===== config.mk =====
export PLATFORM = sky130hd
export DESIGN_NAME = pid_mac_seq
export DESIGN_NICKNAME = d
export VERILOG_FILES = /design/src/rtl/pid_mac_seq.sv
export SDC_FILE = /design/constraint.sdc
export NUM_CORES = 1
export LEC_CHECK = 0
export BUFFER_PORTS_ARGS = -buffer_cell sky130_fd_sc_hd__buf_2
export CAP_MARGIN = 10
export CORE_MARGIN = 10
export CORE_UTILIZATION = 35
export CTS_CLUSTER_SIZE = 20
export DETAILED_ROUTE_END_ITERATION = 8
export GPL_TIMING_DRIVEN = 0
export HOLD_SLACK_MARGIN = 0.02
export PLACE_DENSITY = 0.59
export SLEW_MARGIN = 20
export SYNTH_ARGS = -nofsm -noshare
export SYNTH_HDL_FRONTEND = slang
export SYNTH_SLANG_ARGS = --single-unit

===== constraint.sdc =====
create_clock -name clk_i -period 21.1 [get_ports clk_i]
set_input_delay 2.11 -clock clk_i [delete_from_list [all_inputs] [get_ports clk_i]]
set_output_delay 2.11 -clock clk_i [all_outputs]
set_load 0.005 [all_outputs]

===== src/rtl/pid_mac_seq.sv =====
// rtl/pid_mac_seq.sv - multi-channel PID/IIR controller on one shared time-multiplexed MAC
// Optional anti-windup history freeze: define PID_ANTIWINDUP_EN.

module pid_mac_seq #(
  parameter int ADC_BITWIDTH = 8,
  parameter int REG_BITWIDTH = 8,
  parameter int COEF_FRAC    = 4,
  parameter int OUT_FRAC     = 4,
  parameter int NUM_CH       = 2
) (
  input  logic                                clk_i,
  input  logic                                rst_i,
  input  logic                                clk_en_PID_i,
  input  logic [NUM_CH*ADC_BITWIDTH-1:0]      ADC_value_i,
  input  logic [NUM_CH*ADC_BITWIDTH-1:0]      SET_value_i,
  input  logic [REG_BITWIDTH-1:0]             a1_reg_i,
  input  logic [REG_BITWIDTH-1:0]             a0_reg_i,
  input  logic [REG_BITWIDTH-1:0]             b0_reg_i,
  input  logic [REG_BITWIDTH-1:0]             b1_reg_i,
  input  logic [REG_BITWIDTH-1:0]             b2_reg_i,
  output logic [NUM_CH*(ADC_BITWIDTH+1)-1:0]  out_Val_o,
  output logic                                busy_o,
  output logic                                done_o,
  output logic                                overrun_o
);

  localparam int E_W   = ADC_BITWIDTH + 1;
  localparam int Y_W   = ADC_BITWIDTH + 1 + OUT_FRAC;
  localparam int ACC_W = REG_BITWIDTH + Y_W + 3;
  localparam int P_W   = REG_BITWIDTH + Y_W;
  localparam int CH_W  = (NUM_CH > 1) ? $clog2(NUM_CH) : 1;

  localparam logic signed [Y_W-1:0]   Y_MAX   = {1'b0, {(Y_W-1){1'b1}}};
  localparam logic signed [Y_W-1:0]   Y_MIN   = {1'b1, {(Y_W-1){1'b0}}};
  localparam logic signed [ACC_W-1:0] Y_MAX_A = {{(ACC_W-Y_W){1'b0}}, Y_MAX};
  localparam logic signed [ACC_W-1:0] Y_MIN_A = {{(ACC_W-Y_W){1'b1}}, Y_MIN};
  localparam logic [CH_W-1:0]         CH_LAST = CH_W'(NUM_CH - 1);

  typedef enum logic [1:0] {S_IDLE, S_MAC, S_WB, S_DONE} state_t;

  state_t state_q, state_d;

  logic [CH_W-1:0] ch_q, ch_d;
  logic [2:0]      tap_q, tap_d;
  logic signed [ACC_W-1:0] acc_q, acc_d;

  logic [NUM_CH*ADC_BITWIDTH-1:0] adc_q, adc_d, set_q, set_d;
  logic signed [REG_BITWIDTH-1:0] a1_q, a1_d, a0_q, a0_d, b0_q, b0_d, b1_q, b1_d, b2_q, b2_d;

  logic signed [E_W-1:0] e1_q [NUM_CH];
  logic signed [E_W-1:0] e1_d [NUM_CH];
  logic signed [E_W-1:0] e2_q [NUM_CH];
  logic signed [E_W-1:0] e2_d [NUM_CH];
  logic signed [Y_W-1:0] y1_q [NUM_CH];
  logic signed [Y_W-1:0] y1_d [NUM_CH];
  logic signed [Y_W-1:0] y2_q [NUM_CH];
  logic signed [Y_W-1:0] y2_d [NUM_CH];

  logic [NUM_CH*E_W-1:0] out_q, out_d;
  logic                  overrun_q, overrun_d;

  logic [ADC_BITWIDTH-1:0] set_sel, adc_sel;
  logic signed [E_W-1:0]   e_cur;

  logic signed [REG_BITWIDTH-1:0] coef_m;
  logic signed [Y_W-1:0]          opnd_m;
  logic                           sub_m;
  logic signed [P_W-1:0]          prod;
  logic signed [ACC_W-1:0]        prod_ext, acc_base, acc_mac;

  logic signed [ACC_W-1:0] acc_shr;
  logic                    sat_hi, sat_lo, freeze;
  logic signed [Y_W-1:0]   y_new;
  logic signed [E_W-1:0]   y_out;

  // ---------------- FSM: state register ----------------
  always_ff @(posedge clk_i or posedge rst_i) begin
    if (rst_i) begin
      state_q <= S_IDLE;
    end else begin
      state_q <= state_d;
    end
  end

  // ---------------- FSM: next state ----------------
  always_comb begin
    state_d = state_q;
    case (state_q)
      S_IDLE:  if (clk_en_PID_i) state_d = S_MAC;
      S_MAC:   if (tap_q == 3'd4) state_d = S_WB;
      S_WB:    state_d = (ch_q == CH_LAST) ? S_DONE : S_MAC;
      S_DONE:  state_d = S_IDLE;
      default: state_d = S_IDLE;
    endcase
  end

  // ---------------- FSM: outputs ----------------
  always_comb begin
    busy_o = 1'b0;
    done_o = 1'b0;
    case (state_q)
      S_MAC, S_WB: busy_o = 1'b1;
      S_DONE:      done_o = 1'b1;
      default: ;
    endcase
  end

  // Error of the channel being processed, from the snapshot taken at the strobe
  always_comb begin
    set_sel = set_q[ch_q*ADC_BITWIDTH +: ADC_BITWIDTH];
    adc_sel = adc_q[ch_q*ADC_BITWIDTH +: ADC_BITWIDTH];
    e_cur   = $signed({1'b0, set_sel}) - $signed({1'b0, adc_sel});
  end

  // Feedback taps subtract the product so a coefficient of -2^(W-1) never needs negating
  always_comb begin
    coef_m = b2_q;
    opnd_m = {e_cur, {OUT_FRAC{1'b0}}};
    sub_m  = 1'b0;
    case (tap_q)
      3'd1: begin
        coef_m = b1_q;
        opnd_m = {e1_q[ch_q], {OUT_FRAC{1'b0}}};
      end
      3'd2: begin
        coef_m = b0_q;
        opnd_m = {e2_q[ch_q], {OUT_FRAC{1'b0}}};
      end
      3'd3: begin
        coef_m = a1_q;
        opnd_m = y1_q[ch_q];
        sub_m  = 1'b1;
      end
      3'd4: begin
        coef_m = a0_q;
        opnd_m = y2_q[ch_q];
        sub_m  = 1'b1;
      end
      default: ;
    endcase
    prod     = P_W'(coef_m) * P_W'(opnd_m);
    prod_ext = {{(ACC_W-P_W){prod[P_W-1]}}, prod};
    acc_base = (tap_q == 3'd0) ? '0 : acc_q;
    acc_mac  = sub_m ? (acc_base - prod_ext) : (acc_base + prod_ext);
  end

  always_comb begin
    acc_shr = acc_q >>> COEF_FRAC;
    sat_hi  = (acc_shr > Y_MAX_A);
    sat_lo  = (acc_shr < Y_MIN_A);
    if (sat_hi) begin
      y_new = Y_MAX;
    end else if (sat_lo) begin
      y_new = Y_MIN;
    end else begin
      y_new = acc_shr[Y_W-1:0];
    end
    y_out = y_new[Y_W-1:OUT_FRAC];
`ifdef PID_ANTIWINDUP_EN
    freeze = (sat_hi && (y1_q[ch_q] == Y_MAX)) || (sat_lo && (y1_q[ch_q] == Y_MIN));
`else
    freeze = 1'b0;
`endif
  end

  always_comb begin
    ch_d      = ch_q;
    tap_d     = tap_q;
    acc_d     = acc_q;
    adc_d     = adc_q;
    set_d     = set_q;
    a1_d      = a1_q;
    a0_d      = a0_q;
    b0_d      = b0_q;
    b1_d      = b1_q;
    b2_d      = b2_q;
    e1_d      = e1_q;
    e2_d      = e2_q;
    y1_d      = y1_q;
    y2_d      = y2_q;
    out_d     = out_q;
    overrun_d = overrun_q | (clk_en_PID_i && (state_q != S_IDLE));
    case (state_q)
      S_IDLE: begin
        if (clk_en_PID_i) begin
          adc_d = ADC_value_i;
          set_d = SET_value_i;
          a1_d  = a1_reg_i;
          a0_d  = a0_reg_i;
          b0_d  = b0_reg_i;
          b1_d  = b1_reg_i;
          b2_d  = b2_reg_i;
          ch_d  = '0;
          tap_d = '0;
        end
      end
      S_MAC: begin
        acc_d = acc_mac;
        tap_d = (tap_q == 3'd4) ? 3'd0 : tap_q + 3'd1;
      end
      S_WB: begin
        out_d[ch_q*E_W +: E_W] = y_out;
        if (!freeze) begin
          e2_d[ch_q] = e1_q[ch_q];
          e1_d[ch_q] = e_cur;
          y2_d[ch_q] = y1_q[ch_q];
          y1_d[ch_q] = y_new;
        end
        tap_d = 3'd0;
        if (ch_q != CH_LAST) ch_d = ch_q + CH_W'(1);
      end
      default: ;
    endcase
  end

  always_ff @(posedge clk_i or posedge rst_i) begin
    if (rst_i) begin
      ch_q      <= '0;
      tap_q     <= '0;
      acc_q     <= '0;
      adc_q     <= '0;
      set_q     <= '0;
      a1_q      <= '0;
      a0_q      <= '0;
      b0_q      <= '0;
      b1_q      <= '0;
      b2_q      <= '0;
      out_q     <= '0;
      overrun_q <= 1'b0;
      for (int i = 0; i < NUM_CH; i++) begin
        e1_q[i] <= '0;
        e2_q[i] <= '0;
        y1_q[i] <= '0;
        y2_q[i] <= '0;
      end
    end else begin
      ch_q      <= ch_d;
      tap_q     <= tap_d;
      acc_q     <= acc_d;
      adc_q     <= adc_d;
      set_q     <= set_d;
      a1_q      <= a1_d;
      a0_q      <= a0_d;
      b0_q      <= b0_d;
      b1_q      <= b1_d;
      b2_q      <= b2_d;
      out_q     <= out_d;
      overrun_q <= overrun_d;
      e1_q      <= e1_d;
      e2_q      <= e2_d;
      y1_q      <= y1_d;
      y2_q      <= y2_d;
    end
  end

  assign out_Val_o = out_q;
  assign overrun_o = overrun_q;

endmodule


Word-level counts from Yosys, hierarchy flattened --
Cells that the tools add are included.
Cells by class: reductions and logical operators 13, equality and inequality tests 9, magnitude comparators 4, bitwise operators 2, shift operators 4, multipliers 2, $add $sub $neg 6, muxes and demuxes 40
Operators by type and width (number):
- $mux W13 | 9
- $mux W9 | 7
- $bwmux W18 | 3
- $bwmux W26 | 2
- $pmux W13 S4 | 1
- $mux W24 | 2
- $neg A5 Y34 | 1
- $shift A9 B34 Y18 const A | 1
- $shiftx A9 B34 Y18 | 1
- $pmux W8 S4 | 1
- $shiftx A16 B5 Y8 | 2
- $add A24 B21 Y24 | 1
- $sub A24 B21 Y24 | 1
- $mul A8 B13 Y21 | 1
- $gt A20 B13 Y1 const B | 1
- $lt A20 B13 Y1 const B | 1
- $demux W13 S1 | 1
- $demux W9 S1 | 1
- $pmux W3 S3 | 1
- $sub A8 B8 Y9 | 1
- $pmux W2 S4 | 1
- $reduce_and A2 Y1 | 4
- $eq A3 B2 Y1 const B | 2
- $mux W2 | 3
- other kinds (21) | 31
Word-level totals: input port bits 75, logic and storage cells 101, bits in registers 209, output and inout port bits 21

Logic depth before layout (Yosys ltp) --
word-level depth 8, depth in mapped cells 44, mapped depth without buffers 40

Least setup slack after synthesis --
OpenSTA, ideal clock, no wires.
kind register to register, start reg ch_q, end reg acc_q[23], arrival 9.832 ns, setup slack 11.174 ns, buffers on the path 4, data required time 21.006 ns, cell stages (with the launch flop) 40, clock period less this slack 9.926 ns, setup time 0.094 ns, path through dfrtp_1 clkbuf_1 clkbuf_1 clkbuf_1 clkbuf_1 mux2i_1 ha_1 inv_1 fa_1 nand2_1 nand2_1 a21oi_1 o21bai_1 a21oi_1 o21bai_1 a21oi_1 mux2i_1 or2_2 [4 not listed] inv_1 fa_1 inv_1 ha_1 and3_1 nand2_1 a211oi_1 o41a_1 or3_1 a221oi_2 a31oi_1 xor2_1 ha_1 and3_1 a211o_1 a211oi_1 o21ai_0 a211oi_1
On the way: cells in the longest elaborated chain, start to end 8, elaborated cells on any way between the ends 21, those cells by class add/sub (3); mul (1); shift (2); mux (14); bitwise (1)
RTL lines:
- from (decl) | line 43 | logic [CH_W-1:0] ch_q, ch_d;
- from (signal assigned) | line 237 | ch_q <= ch_d;
- parallel branches: the longest is 4 deep, another holds $sub A8 B8 Y9
- $pmux W13 S4 (*) | line 120 | case (tap_q)
- $mul A8 B13 Y21 (*) | line 141 | prod = P_W'(coef_m) * P_W'(opnd_m);
- $add A24 B21 Y24 or $sub A24 B21 Y24 (tied branches) | line 144 | acc_mac = sub_m ? (acc_base - prod_ext) : (acc_base + prod_ext);
- $mux W24 (*) | line 144
- to (signal assigned) | line 220 | acc_q <= '0;
- to (signal assigned) | line 239 | acc_q <= acc_d;
- to (decl) | line 45 | logic signed [ACC_W-1:0] acc_q, acc_d;
Mark *: on every way between the ends. The select of a mux whose other input is x is not followed. A chain may end at the register's enable or synchronous reset.

Worst setup path in the final report --
Ends and elaborated chain as after synthesis.

==> flow_summary_export.csv <==
group,metric,value,unit
yosys,synth.distinct_cells,61,
yosys,ys_top_cells_by_area,"dfrtp_1 35%, fa_1 12%, mux2_2 8.1%, nand2_1 7.9%, ha_1 6.7%",
drt,totalWireLength,40.93,mm
hold_path,worstHoldPathType,"reg2reg",
finish,nets,1985,
floorplan,start_util,35.64,%
critical_path,cp_top_family,"adder cells",
clocking,clock_sinks,209,
clocking,cts_hold_buf,0,
drt,wl_per_cell,17.83,µm
grt,grt-busiest-layer,"met2",
critical_path,worst_setup_path_start_kind,"register",
grt,grt_first_pass_wirelength,65.44,mm
grt,met3_usage,1.969,%
hold_path,holdPathStages,2,
grt,grtUsageMet2,27.05,%
floorplan,io_pins,96,
critical_path,critPathArrivalTime,12.55,ns
finish,n_antenna_cell,0,
drt,drc_errors,0,
run,maxCapViolCount,0,
drt,vias,11820,
yosys,netlist_area,15050,µm²
yosys,syn_area_per_cell,9.326,µm²
clocking,cts_root_buf,"clkbuf_16",
timing,fmax,82.51,MHz
yosys,async_reset_ff_share,100.0,%
critical_path,crit_path_end_kind,"register",
timing,finalSetupViolCount,0,
timing,finalHoldViolations,0,
critical_path,cp_slowest_cell,"clkbuf_1",
timing,tns,0,ns
critical_path,reg2reg_to,"acc_q[23]$_DFFE_PP0P_",
yosys,synth_ff_type,"dfrtp_1",
yosys,synth_edf_count,0,
clocking,cts_tree,"built",
finish,drive_gt1_share,15.38,%
clocking,cts_buffers,24,
floorplan,core,42230,µm²
placement,routabilityCongestion,0.8612,
critical_path,path_max_fanout,10,
timing,timing.final.crit_share,57.44,%
clocking,post_cts_buffers,0,
drt,routed_via_density,5.152,
yosys,ys_warn_count,0,
placement,port_buffers,95,
critical_path,r2r_slack,8.98,ns
grt,grtUsageMet1,20.48,%
timing,fin_skew,0.01390,ns
hold_path,min_to,"out_Val_o[6]$_DFFE_PP0P_",
critical_path,worst-setup-path-type,"reg2reg",
clocking,clock_latency,0.52,ns
grt,grt_start_max_net_pins,106,
grt,grtUsageTotal,15.76,%
placement,dp_hpwl,31.57,mm
critical_path,critPathMaxStageDelay,0.64,ns
timing,grt_setup_unrepaired,"false",
critical_path,worstReg2RegStart,"ch_q$_DFFE_PP0P_",
yosys,yosysTopAreaCell,"dfrtp_1",
drt,dr.pass1.iters,5,
grt,grt_overflow,0,
clocking,clk_pin_slew,0.06,ns
floorplan,die_w,227.4,µm
floorplan,dieHeight,227.4,µm
run_status,status,"complete, no violations",
clocking,cts_buffer_depth,3,
clocking,h-tree-depth,1,
timing,slew_headroom,29.19,%
clocking,cts_resized,0,
timing,maxSlewViolCount,0,
floorplan,dieArea,51700,µm²
yosys,synth_cells,1614,
timing,period_needed,12.12,ns
critical_path,worstRegToRegCells,40,
floorplan,rows,75,
grt,grt_pass1_vias,12200,
critical_path,cp.buffers_inverters,9,
hold_path,hp-start,"out_Val_o[6]$_DFFE_PP0P_",
yosys,ys_seq_area_share,34.75,%
finish,area_growth,13.72,%
timing,tightest_slew,1.033,ns
critical_path,cp_data_required_time,21.53,ns
yosys,ys_seq_elements,209,
yosys,synth_top_area_share,34.75,%
yosys,synth_nets,1858,
grt,antenna_found_initial,0,
drt,drt-initial-drc-count,715,
drt,ant_nets,0,
-- worst max path at each step --
stage	start	slack, ns	cells past startpoint	end
after floorplan	ch_q$_DFFE_PP0P_	11.17	39	acc_q[23]$_DFFE_PP0P_
after global placement	ch_q$_DFFE_PP0P_	8.64	37	acc_q[23]$_DFFE_PP0P_
after detailed placement	ch_q$_DFFE_PP0P_	9.09	40	acc_q[23]$_DFFE_PP0P_
after CTS	ch_q$_DFFE_PP0P_	9.01	40	acc_q[23]$_DFFE_PP0P_
after global routing	ch_q$_DFFE_PP0P_	8.16	40	acc_q[23]$_DFFE_PP0P_
final	ch_q$_DFFE_PP0P_	8.98	40	acc_q[23]$_DFFE_PP0P_
-- tightest hold or removal path, cell delays in order (launching register included) --
cell     delay (ns)
dfrtp_1        0.34
nand2_1        0.05
nand2_1        0.05
-- metal layers --
layer  wire length [µm]  vias up
met1              17930     5905
met2              20280      226
met5                  0        -
li1                   -     5625
met3               1705       67
met4               1004        0
-- synth_stat cells (6+ instances only) --
| cell | instances |
|---|---|
| or3_1 | 8 |
| clkbuf_1 | 63 |
| nand3_1 | 14 |
| a211oi_1 | 14 |
| nor3_1 | 17 |
| o21a_1 | 21 |
| a22oi_1 | 15 |
| a31oi_1 | 6 |
| mux2_2 | 108 |
| and2_1 | 28 |
| nand2b_1 | 22 |
| ha_1 | 81 |
| xor2_1 | 21 |
| inv_1 | 153 |
| a21o_1 | 13 |
| a221oi_1 | 6 |
| or2_2 | 12 |
| mux2i_1 | 46 |
| o31ai_1 | 8 |
| xnor2_1 | 34 |
| nor2_1 | 110 |
| nor2b_1 | 15 |
| dfrtp_1 | 209 |
| a21oi_1 | 56 |
| o21ai_0 | 58 |
| o22ai_1 | 12 |
| fa_1 | 88 |
| nand2_1 | 315 |
-- logic make-up after synthesis --
group           Yosys count  synth area share [%]
simple gates            556                 15.87
compound gates          251                 11.11
buf+inv                 220                 5.495
flops                   209                 34.75
fa+ha+maj               169                 18.44
mux                     154                 11.14
xor+xnor                 55                 3.200
-- per-stage QoR --
| stage | cells | setup slack, ns | utilization (%) | hold slack, ns | cell area, µm² |
|---|---|---|---|---|---|
| finish | 2295 | 8.981 | 40.53 | 0.4721 | 17120 |
| global placement | 2248 | 8.644 | 38.37 | 0.4571 | 16200 |
| floorplan | 1614 | 11.17 | - | 0.4402 | 15050 |
| CTS | 2295 | 9.012 | 40.53 | 0.4769 | 17120 |
| detailed placement | 2254 | 9.088 | 38.66 | 0.4582 | 16320 |
| global route | 2295 | 8.158 | 40.53 | 0.4938 | 17120 |
-- sequential cells by signal, summed over array words and instances, names as in the netlist --
register,cells
a0_q,8
e2_q,18
state_q,2
b2_q,8
adc_q,16
e1_q,18
ch_q,1
a1_q,8
out_Val_o,18
acc_q,24
b1_q,8
b0_q,8
y2_q,26
overrun_o,1
tap_q,3
set_q,16
y1_q,26
-- area by class of cell --
class / instances / area (µm²)
fill: 4183 / 25110
multi-input combinational: 1185 / 9025
sequential: 209 / 5230
clock buffer: 34 / 699.4
tap: 539 / 674.4
inverter: 153 / 581.8
timing repair buffer: 101 / 560.5
buffer: 67 / 252.7
clock inverter: 7 / 92.59
-- cells in the final DEF, fill, tap and decap left out, drive strengths merged, types with 17 or more instances in the layout --
master / Yosys / routed
nand2b: 22 / 22
o21ai: 60 / 60
dfrtp: 209 / 209
buf: 4 / 105
xor2: 21 / 21
mux2i: 46 / 46
nor3: 17 / 17
inv: 153 / 154
nor2: 110 / 110
nand2: 315 / 315
mux2: 108 / 108
clkbuf: 63 / 97
fa: 88 / 88
a21oi: 56 / 56
xnor2: 34 / 34
ha: 81 / 81
o21a: 21 / 21
and2: 28 / 28
Power is not shown: default switching activity piles up to over one toggle a cycle in this logic, so the estimate is an artifact.
